[config.mk]
export PLATFORM = sky130hd
export DESIGN_NAME = multicycle_alu_flat
export DESIGN_NICKNAME = d
export VERILOG_FILES = /design/src/rtl/alu_pkg.sv /design/src/rtl/multicycle_alu_if.sv /design/src/rtl/shift_add_mul.sv /design/src/rtl/multicycle_alu.sv /design/src/flat_wrapper.sv
export SDC_FILE = /design/constraint.sdc
export NUM_CORES = 1
export LEC_CHECK = 0
export CAP_MARGIN = 25
export CORE_MARGIN = 5
export CORE_UTILIZATION = 40
export CTS_BUF_LIST = sky130_fd_sc_hd__clkbuf_8
export DETAILED_ROUTE_END_ITERATION = 12
export DONT_BUFFER_PORTS = 1
export PLACE_DENSITY = 0.58
export SETUP_SLACK_MARGIN = 0.3
export SYNTH_ARGS = -nofsm -noshare
export SYNTH_HDL_FRONTEND = slang
export SYNTH_SLANG_ARGS = --single-unit
[constraint.sdc]
create_clock -name clk_i -period 5.7 [get_ports clk_i]
set_input_delay 0.57 -clock clk_i [delete_from_list [all_inputs] [get_ports clk_i]]
set_output_delay 0.57 -clock clk_i [all_outputs]
set_load 0.01 [all_outputs]
[src/rtl/alu_pkg.sv]
// Shared ALU control encoding and multicycle ALU state encoding.
package alu_pkg;

  localparam logic [3:0] ALU_AND = 4'b0000;
  localparam logic [3:0] ALU_OR  = 4'b0001;
  localparam logic [3:0] ALU_ADD = 4'b0010;
  localparam logic [3:0] ALU_SUB = 4'b0110;
  localparam logic [3:0] ALU_SLT = 4'b0111;
  localparam logic [3:0] ALU_MUL = 4'b1000;
  localparam logic [3:0] ALU_NOR = 4'b1100;

  typedef enum logic {
    IDLE    = 1'b0,
    MUL_RUN = 1'b1
  } alu_state_e;

endpackage

[src/rtl/multicycle_alu_if.sv]
// Issue/result bundle between the execute stage and the multicycle ALU.
interface multicycle_alu_if #(
  parameter int WIDTH = 32
);
  logic [WIDTH-1:0] src1_i;
  logic [WIDTH-1:0] src2_i;
  logic [3:0]       ctrl_i;
  logic             start_i;
  logic [WIDTH-1:0] result_o;
  logic             zero_o;
  logic             overflow_o;
  logic             valid_o;
  logic             busy_o;

  modport master (
    output src1_i, src2_i, ctrl_i, start_i,
    input  result_o, zero_o, overflow_o, valid_o, busy_o
  );

  modport slave (
    input  src1_i, src2_i, ctrl_i, start_i,
    output result_o, zero_o, overflow_o, valid_o, busy_o
  );
endinterface

[src/rtl/shift_add_mul.sv]
// Iterative shift-add multiplier, one multiplier bit per cycle, LSB first.
// Only the low WIDTH bits of the product are kept.
module shift_add_mul #(
  parameter int WIDTH = 32,
  parameter int CNT_W = 6
) (
  input  logic             clk_i,
  input  logic             rst_i,
  input  logic             load,
  input  logic             run,
  input  logic [WIDTH-1:0] a,
  input  logic [WIDTH-1:0] b,
  output logic [WIDTH-1:0] product,
  output logic             done
);

  logic [WIDTH-1:0] acc_q;
  logic [WIDTH-1:0] mcand_q;
  logic [WIDTH-1:0] mplier_q;
  logic [CNT_W-1:0] cnt_q;
  logic [WIDTH-1:0] addend;

  assign addend  = mplier_q[0] ? mcand_q : '0;
  // product is the accumulator after the current step, so the top can
  // register it on the same edge that retires the last bit.
  assign product = acc_q + addend;
  assign done    = run && (cnt_q == CNT_W'(WIDTH - 1));

  always_ff @(posedge clk_i or negedge rst_i) begin
    if (!rst_i) begin
      acc_q    <= '0;
      mcand_q  <= '0;
      mplier_q <= '0;
      cnt_q    <= '0;
    end else if (load) begin
      acc_q    <= '0;
      mcand_q  <= a;
      mplier_q <= b;
      cnt_q    <= '0;
    end else if (run) begin
      acc_q    <= product;
      mcand_q  <= mcand_q << 1;
      mplier_q <= mplier_q >> 1;
      cnt_q    <= done ? '0 : cnt_q + 1'b1;
    end
  end

endmodule

[src/rtl/multicycle_alu.sv]
// Execute-stage ALU: single-cycle logic/arith ops plus an iterative MUL
// with busy/valid handshake.
//
// state   | meaning
// IDLE    | ready; accepts start, single-cycle ops retire next cycle
// MUL_RUN | multiplier iterating; busy high, start ignored
module multicycle_alu
  import alu_pkg::*;
#(
  parameter int WIDTH = 32,
  parameter int CNT_W = 6
) (
  input  logic            clk_i,
  input  logic            rst_i,
  multicycle_alu_if.slave bus
);

  alu_state_e       state_q;
  logic [WIDTH-1:0] result_q;
  logic             zero_q;
  logic             overflow_q;
  logic             valid_q;
  logic             busy_q;

  logic [WIDTH-1:0] a;
  logic [WIDTH-1:0] b;
  logic [WIDTH-1:0] sum;
  logic [WIDTH-1:0] diff;
  logic [WIDTH-1:0] alu_res;
  logic             alu_ovf;
  logic             mul_load;
  logic             mul_run;
  logic             mul_done;
  logic [WIDTH-1:0] mul_product;

  assign a    = bus.src1_i;
  assign b    = bus.src2_i;
  assign sum  = a + b;
  assign diff = a - b;

  always_comb begin
    alu_res = '0;
    alu_ovf = 1'b0;
    case (bus.ctrl_i)
      ALU_AND: alu_res = a & b;
      ALU_OR:  alu_res = a | b;
      ALU_NOR: alu_res = ~(a | b);
      ALU_ADD: begin
        alu_res = sum;
        alu_ovf = (a[WIDTH-1] == b[WIDTH-1]) && (sum[WIDTH-1] != a[WIDTH-1]);
      end
      ALU_SUB: begin
        alu_res = diff;
        alu_ovf = (a[WIDTH-1] != b[WIDTH-1]) && (diff[WIDTH-1] != a[WIDTH-1]);
      end
      // Direct signed compare rather than the sign of diff, so overflow
      // of A-B cannot flip the answer.
      ALU_SLT: alu_res = {{(WIDTH-1){1'b0}}, ($signed(a) < $signed(b))};
      default: alu_res = '0;
    endcase
  end

  assign mul_load = (state_q == IDLE) && bus.start_i && (bus.ctrl_i == ALU_MUL);
  assign mul_run  = (state_q == MUL_RUN);

  shift_add_mul #(
    .WIDTH (WIDTH),
    .CNT_W (CNT_W)
  ) u_mul (
    .clk_i   (clk_i),
    .rst_i   (rst_i),
    .load    (mul_load),
    .run     (mul_run),
    .a       (a),
    .b       (b),
    .product (mul_product),
    .done    (mul_done)
  );

  always_ff @(posedge clk_i or negedge rst_i) begin
    if (!rst_i) begin
      state_q    <= IDLE;
      result_q   <= '0;
      zero_q     <= 1'b0;
      overflow_q <= 1'b0;
      valid_q    <= 1'b0;
      busy_q     <= 1'b0;
    end else begin
      valid_q <= 1'b0;
      case (state_q)
        IDLE: begin
          if (bus.start_i) begin
            if (bus.ctrl_i == ALU_MUL) begin
              state_q <= MUL_RUN;
              busy_q  <= 1'b1;
            end else begin
              result_q   <= alu_res;
              zero_q     <= (alu_res == '0);
              overflow_q <= alu_ovf;
              valid_q    <= 1'b1;
            end
          end
        end
        MUL_RUN: begin
          if (mul_done) begin
            state_q    <= IDLE;
            result_q   <= mul_product;
            zero_q     <= (mul_product == '0);
            overflow_q <= 1'b0;
            valid_q    <= 1'b1;
            busy_q     <= 1'b0;
          end
        end
        default: state_q <= IDLE;
      endcase
    end
  end

  assign bus.result_o   = result_q;
  assign bus.zero_o     = zero_q;
  assign bus.overflow_o = overflow_q;
  assign bus.valid_o    = valid_q;
  assign bus.busy_o     = busy_q;

endmodule

[src/flat_wrapper.sv]
// flat-port wrapper written by rule: the top's interface ports become plain ports
module multicycle_alu_flat import alu_pkg::*;
#(
  parameter int WIDTH = 32,
  parameter int CNT_W = 6
)
  (clk_i, rst_i, bus_src1_i, bus_src2_i, bus_ctrl_i, bus_start_i, bus_result_o, bus_zero_o, bus_overflow_o, bus_valid_o, bus_busy_o);
  multicycle_alu_if #(.WIDTH(WIDTH)) bus_i ();
  input  logic clk_i;
  input  logic rst_i;
  input wire logic [$bits(bus_i.src1_i)-1:0] bus_src1_i;
  input wire logic [$bits(bus_i.src2_i)-1:0] bus_src2_i;
  input wire logic [$bits(bus_i.ctrl_i)-1:0] bus_ctrl_i;
  input wire logic [$bits(bus_i.start_i)-1:0] bus_start_i;
  output wire logic [$bits(bus_i.result_o)-1:0] bus_result_o;
  output wire logic [$bits(bus_i.zero_o)-1:0] bus_zero_o;
  output wire logic [$bits(bus_i.overflow_o)-1:0] bus_overflow_o;
  output wire logic [$bits(bus_i.valid_o)-1:0] bus_valid_o;
  output wire logic [$bits(bus_i.busy_o)-1:0] bus_busy_o;
  assign bus_i.src1_i = bus_src1_i;
  assign bus_i.src2_i = bus_src2_i;
  assign bus_i.ctrl_i = bus_ctrl_i;
  assign bus_i.start_i = bus_start_i;
  assign bus_result_o = bus_i.result_o;
  assign bus_zero_o = bus_i.zero_o;
  assign bus_overflow_o = bus_i.overflow_o;
  assign bus_valid_o = bus_i.valid_o;
  assign bus_busy_o = bus_i.busy_o;
  multicycle_alu #(.WIDTH(WIDTH), .CNT_W(CNT_W)) u_core (.clk_i(clk_i), .rst_i(rst_i), .bus(bus_i));
endmodule
Yosys cells after proc, flatten, opt, wreduce, memory -nomap -nowiden
Index checks and enable logic that the tools add are counted.
{ "op_classes": {"reduce_logical": 11, "mul": 0, "order_cmp": 1, "n_shift": 0, "n_mux": 35, "add_sub_neg": 4, "n_div": 0, "bitwise_logic": 4, "eq_ne": 15} }
{ "op_table": {"columns": ["cell", "n"], "rows": [
  ["32-bit two-way mux", 10],
  ["32-bit one-hot mux with 6 select lines", 1],
  ["32-bit adder", 2],
  ["32-bit zero test", 2],
  ["32-bit one-hot mux with 2 select lines", 1],
  ["32-bit bitwise AND", 1],
  ["32-bit less-than comparator", 1],
  ["32-bit NOT", 1],
  ["32-bit bitwise OR", 1],
  ["32-bit subtractor", 1],
  ["6-bit two-way mux", 3],
  ["1-bit two-way mux", 14],
  ["1-bit one-hot mux with 2 select lines", 6],
  ["4-bit by 3-bit equality test with 1-bit output (second input constant)", 2],
  ["4-bit equality test (second input constant)", 2],
  ["2-bit != test (second input constant)", 4],
  ["6-bit by 1-bit adder with 6-bit output (second input constant)", 1],
  ["6-bit by 5-bit equality test with 1-bit output (second input constant)", 1],
  ["3-bit AND reduction", 2],
  ["1-bit logical AND", 5],
  ["4-bit by 1-bit equality test with 1-bit output (second input constant)", 1],
  ["4-bit by 2-bit equality test with 1-bit output (second input constant)", 1],
  ["4-bit zero test", 1],
  ["1-bit != test", 3],
  ["3 further kinds", 3]
]} }
{ "totals": {"romBits": 0, "n_memories": 0, "inputBits": 71, "ff_bits": 139, "latch_bits": 0, "word_cells": 80, "mem_bits_rw": 0} }

Depth between registers and ports, before layout
{ "depth": {"word_depth": 7, "ltp_mapped": 16, "mapped_depth_nobuf": 16} }

Cells and area by module
A second synthesis with hierarchy kept.
{ "unflattened": {"cells_unflattened": 1838, "area_unflattened_um2": 14412.6} }
{ "modules_own_cells": {"columns": ["mod", "n_inst", "cells_per_inst", "area_per_inst_um2"], "rows": [
  ["multicycle_alu", 1, 1121, 7812.5],
  ["shift_add_mul", 1, 717, 6600.1]
]} }

Worst setup path before layout
No wires, ideal clock.
{ "synth_timing": {"path_type": "register -> register", "from": "reg u_core.u_mul.mplier_q[0]", "to": "reg u_core.zero_q, in the netlist u_core.bus.zero_o", "stages_incl_launch_ff": 16, "required_ps": 5636, "arrival_ps": 3873, "slack_ps": 1762, "n_path_buf": 0, "path_cell_list": "dfrtp_1 and2_1 ha_1 fa_1 a211oi_2 o21bai_1 a21oi_2 xnor2_1 or4_1 or4_1 nor4b_2 and4bb_1 nand4bb_1 or4_1 nor4_2 a211o_1"} }
{ "synth_between": {"elab_chain_len": 5} }
{ "synth_rtl": {"columns": ["element", "line_no", "rtl"], "rows": [
  ["from (decl)", "shift_add_mul.sv:19", "logic [WIDTH-1:0] mplier_q;"],
  ["from (signal assigned)", "shift_add_mul.sv:43", "mplier_q <= mplier_q >> 1;"],
  ["32-bit two-way mux", "shift_add_mul.sv:23", "assign addend = mplier_q[0] ? mcand_q : '0;"],
  ["32-bit adder", "shift_add_mul.sv:26", "assign product = acc_q + addend;"],
  ["32-bit zero test", "multicycle_alu.sv:108", "zero_q <= (mul_product == '0);"],
  ["1-bit two-way mux", "multicycle_alu.sv:105", "if (mul_done) begin"],
  ["1-bit one-hot mux with 2 select lines", "multicycle_alu.sv:90", "case (state_q)"],
  ["to (signal assigned)", "multicycle_alu.sv:98", "zero_q <= (alu_res == '0);"],
  ["to (signal assigned)", "multicycle_alu.sv:108", null],
  ["to (decl)", "multicycle_alu.sv:20", "logic zero_q;"]
]} }
No other way between the ends. The select of a mux whose other input is x is not followed.
A chain may end at the register's enable or synchronous reset.

Final worst setup path
Same ends and word-level chain as after synthesis.

==> insert_results.sql <==
INSERT INTO impl_metrics (metric_group, metric, value, unit) VALUES
('placed_design', 'dpl.hpwl', '34900', 'µm'),
('run', 'drv.max_cap_violation_count', '0', ''),
('clock_network', 'clk_pin_slew_worst_paths', '0.11', 'ns'),
('synthesis', 'synthDominantAreaCellType', 'dfrtp_1', ''),
('layout', 'antenna_cells_inserted', '0', ''),
('global_routing', 'globalRoute.totalOverflow', '0', ''),
('routing', 'postRouteAntennaNets', '0', ''),
('floorplan', 'floorplan.rows', '66', ''),
('synthesis', 'synth.yosys.warnings', '0', ''),
('power', 'power.static_leakage', '0.00635', 'µW'),
('min_path', 'hp-class', 'input pin to async pin', ''),
('sta', 'fin_worst_skew', '0.0237', 'ns'),
('synthesis', 'post-synth-top-area-fraction', '26.3', '%'),
('run_status', 'outcome', 'finished, final reports clean', ''),
('synthesis', 'synthesis.area', '13200', 'µm²'),
('synthesis', 'synth_flop_cell', 'dfrtp_1', ''),
('synthesis', 'synth-edff-count', '0', ''),
('clock_network', 'numCtsBuffers', '17', ''),
('floorplan', 'die_w', '192', 'µm'),
('power', 'switching_power', '2050', 'µW'),
('sta', 'maxSlewHeadroom', '28.1', '%'),
('critical_path', 'cp-startpoint', 'u_core.u_mul.mplier_q[0]', ''),
('power', 'power.total', '4460', 'µW'),
('placed_design', 'placement.cell_area', '13500', 'µm²'),
('layout', 'drive_gt1_share', '5.50', '%'),
('clock_network', 'clk-insertion-delay-late', '0.51', 'ns'),
('global_routing', 'grt_start_max_net_pins', '140', ''),
('synthesis', 'synth_area_leaders', 'dfrtp_1, ha_1, nand2_1', ''),
('power', 'clock_power_share', '20.3', '%'),
('power', 'seq_power_share', '37.8', '%'),
('critical_path', 'reg2reg_depth', '15', ''),
('global_routing', 'antenna_found_initial', '0', ''),
('sta', 'setup_viol', '0', ''),
('global_routing', 'first_global_vias', '12600', ''),
('layout', 'layout.area.seq', '3480', 'µm²'),
('routing', 'vias_per_cell', '6.21', ''),
('routing', 'route.final.wire_length', '47800', 'µm'),
('floorplan', 'initial_utilization', '40.6', '%'),
('routing', 'post_drt_wl_per_cell', '23.0', 'µm'),
('layout', 'fin_nets', '1829', ''),
('floorplan', 'die_h', '192', 'µm'),
('routing', 'vias', '12900', ''),
('sta', 'period_share', '78.8', '%'),
('layout', 'n_fill_cell', '3397', ''),
('sta', 'worst_slew_pin_slew', '1.06', 'ns'),
('routing', 'remaining_drc_errors', '0', ''),
('critical_path', 'r2r_slack', '1.21', 'ns'),
('critical_path', 'critical_path_type', 'flip-flop to flip-flop', ''),
('global_routing', 'overall_global_routing_usage', '25.9', '%'),
('power', 'peakVddDrop', '0.180', 'mV'),
('synthesis', 'synth.most_common_cell', 'nand2_1', ''),
('clock_network', 'cts_htree_levels', '4', ''),
('critical_path', 'critical_path_arrival', '4.94', 'ns'),
('critical_path', 'data_required_time_of_the_critical_path', '6.15', 'ns'),
('routing', 'drt_pass1_iterations', '7', ''),
('layout', 'multi_input_area', '8940', 'µm²'),
('floorplan', 'ioPinCount', '107', ''),
('layout', 'fin_area', '13900', 'µm²'),
('clock_network', 'clock-root-buffer', 'clkbuf_8', ''),
('sta', 'final.setup.tns', '0', 'ns'),
('critical_path', 'crit-reg2reg-capture', 'u_core.bus.zero_o', ''),
('global_routing', 'grt_pass1_wl', '74400', 'µm'),
('routing', 'initialDrtViolationCount', '1618', ''),
('power', 'cell_internal_pwr', '2410', 'µW'),
('critical_path', 'start_kind', 'flip-flop', ''),
('critical_path', 'path_max_fanout', '32', ''),
('synthesis', 'syn-instance-count', '1696', ''),
('floorplan', 'coreArea', '32500', 'µm²'),
('sta', 'max_freq', '223', 'MHz'),
('synthesis', 'netlist-cell-type-count', '87', ''),
('clock_network', 'ctsLongestPathBuffers', '2', '');
==> critical path, cell delays in order, from the launching register on <==
cell	delay [ns]
dfrtp_1	0.38
buf_4	0.22
and2_1	0.18
ha_1	0.36
a21o_1	0.19
a21oi_1	0.25
a21oi_1	0.18
o311ai_0	0.50
nand2_1	0.25
a31oi_1	0.42
o21bai_1	0.15
xnor2_1	0.35
nand4b_1	0.19
or4_1	0.55
nor4_2	0.16
a211o_1	0.12
==> layout make-up <==
| cell class | instances | area share, % |
|---|---|---|
| clock buffers | 18 | 1.78 |
| clock inverters | 14 | 1.13 |
| flip-flops and latches | 139 | 25.0 |
| inverters | 107 | 2.88 |
| repair buffers | 16 | 1.15 |
| well taps | 442 | 3.97 |
| multi-input cells | 1343 | 64.1 |
==> stage by stage <==
stage | hold slack, ns | cells | util (%) | setup slack (ns)
floorplan | 0.274 | 1696 | - | 1.76
global placement | 0.278 | 2045 | 41.4 | 1.24
detailed placement | 0.278 | 2045 | 41.4 | 1.29
CTS | 0.0831 | 2078 | 42.8 | 1.24
global route | 0.131 | 2079 | 42.9 | 0.961
finish | 0.0511 | 2079 | 42.9 | 1.21
==> power by group through the flow <==
stage	Combinational (µW)	Sequential, µW	Clock (µW)
floorplan	1380	1570	0
global placement	1790	1700	0
detailed placement	1810	1700	0
CTS	1840	1690	919
global route	2070	1730	950
finish	1870	1690	903
==> cell usage in the layout (no fill, tap or decap), drive strengths merged, types with 17 or more instances in the layout <==
| cell type | instances |
|---|---|
| a211oi | 22 |
| nor2 | 110 |
| a21oi | 131 |
| xnor2 | 31 |
| dfrtp | 139 |
| nand4 | 22 |
| ha | 131 |
| nand3 | 25 |
| nand2 | 251 |
| nor4 | 20 |
| o22ai | 23 |
| o211ai | 17 |
| o31ai | 17 |
| a22o | 28 |
| o21ai | 82 |
| inv | 111 |
| a22oi | 90 |
| mux2i | 19 |
| a21o | 25 |
| and2 | 45 |
| clkbuf | 18 |
| nor3 | 35 |
==> worst max-delay path by stage <==
stage               slack, ns  depth (start not counted)                end
floorplan                1.76                         15  u_core.bus.zero_o
detailed placement       1.29                         15  u_core.bus.zero_o
global route             0.96                         15  u_core.bus.zero_o
CTS                      1.24                         15  u_core.bus.zero_o
finish                   1.21                         15  u_core.bus.zero_o
global placement         1.24                         15  u_core.bus.zero_o
==> flip-flops by register name (all words and copies together), names as in the netlist <==
register,count
u_core.u_mul.acc_q,32
u_core.bus.valid_o,1
u_core.mul_run,1
u_core.u_mul.mplier_q,32
u_core.bus.overflow_o,1
u_core.u_mul.mcand_q,32
u_core.u_mul.cnt_q,6
u_core.bus.busy_o,1
u_core.bus.result_o,32
u_core.bus.zero_o,1
==> logic make-up (layout without fill, tap and decap cells) <==
| group | Yosys count | after routing | synth area share [%] |
|---|---|---|---|
| muxes | 22 | 22 | 1.70 |
| buffers and inverters | 214 | 155 | 6.20 |
| and+or+nand+nor | 580 | 580 | 20.8 |
| xor gates and xnor gates | 35 | 35 | 2.32 |
| AOI/OAI and AO/OA | 572 | 572 | 29.8 |
| DFF | 139 | 139 | 26.3 |
| adders and majority gates | 134 | 134 | 12.9 |
==> layer usage <==
| metal | GRT usage, % | share of wire [%] | up-vias |
|---|---|---|---|
| met3 | 5.25 | 7.9 | 80 |
| met5 | 0 | 0 | - |
| met2 | 39.5 | 44 | 506 |
| met4 | 7.40 | 2.1 | 0 |
| li1 | - | - | 6069 |
| met1 | 37.2 | 46 | 6248 |
==> what timing repair did <==
item                                   4_1_cts  5_1_grt
resized for setup                            0        0
endpoints found under the hold margin      139        0
hold buffers                                 1        0
No activity file was read; power rests on OpenSTA's default activity.
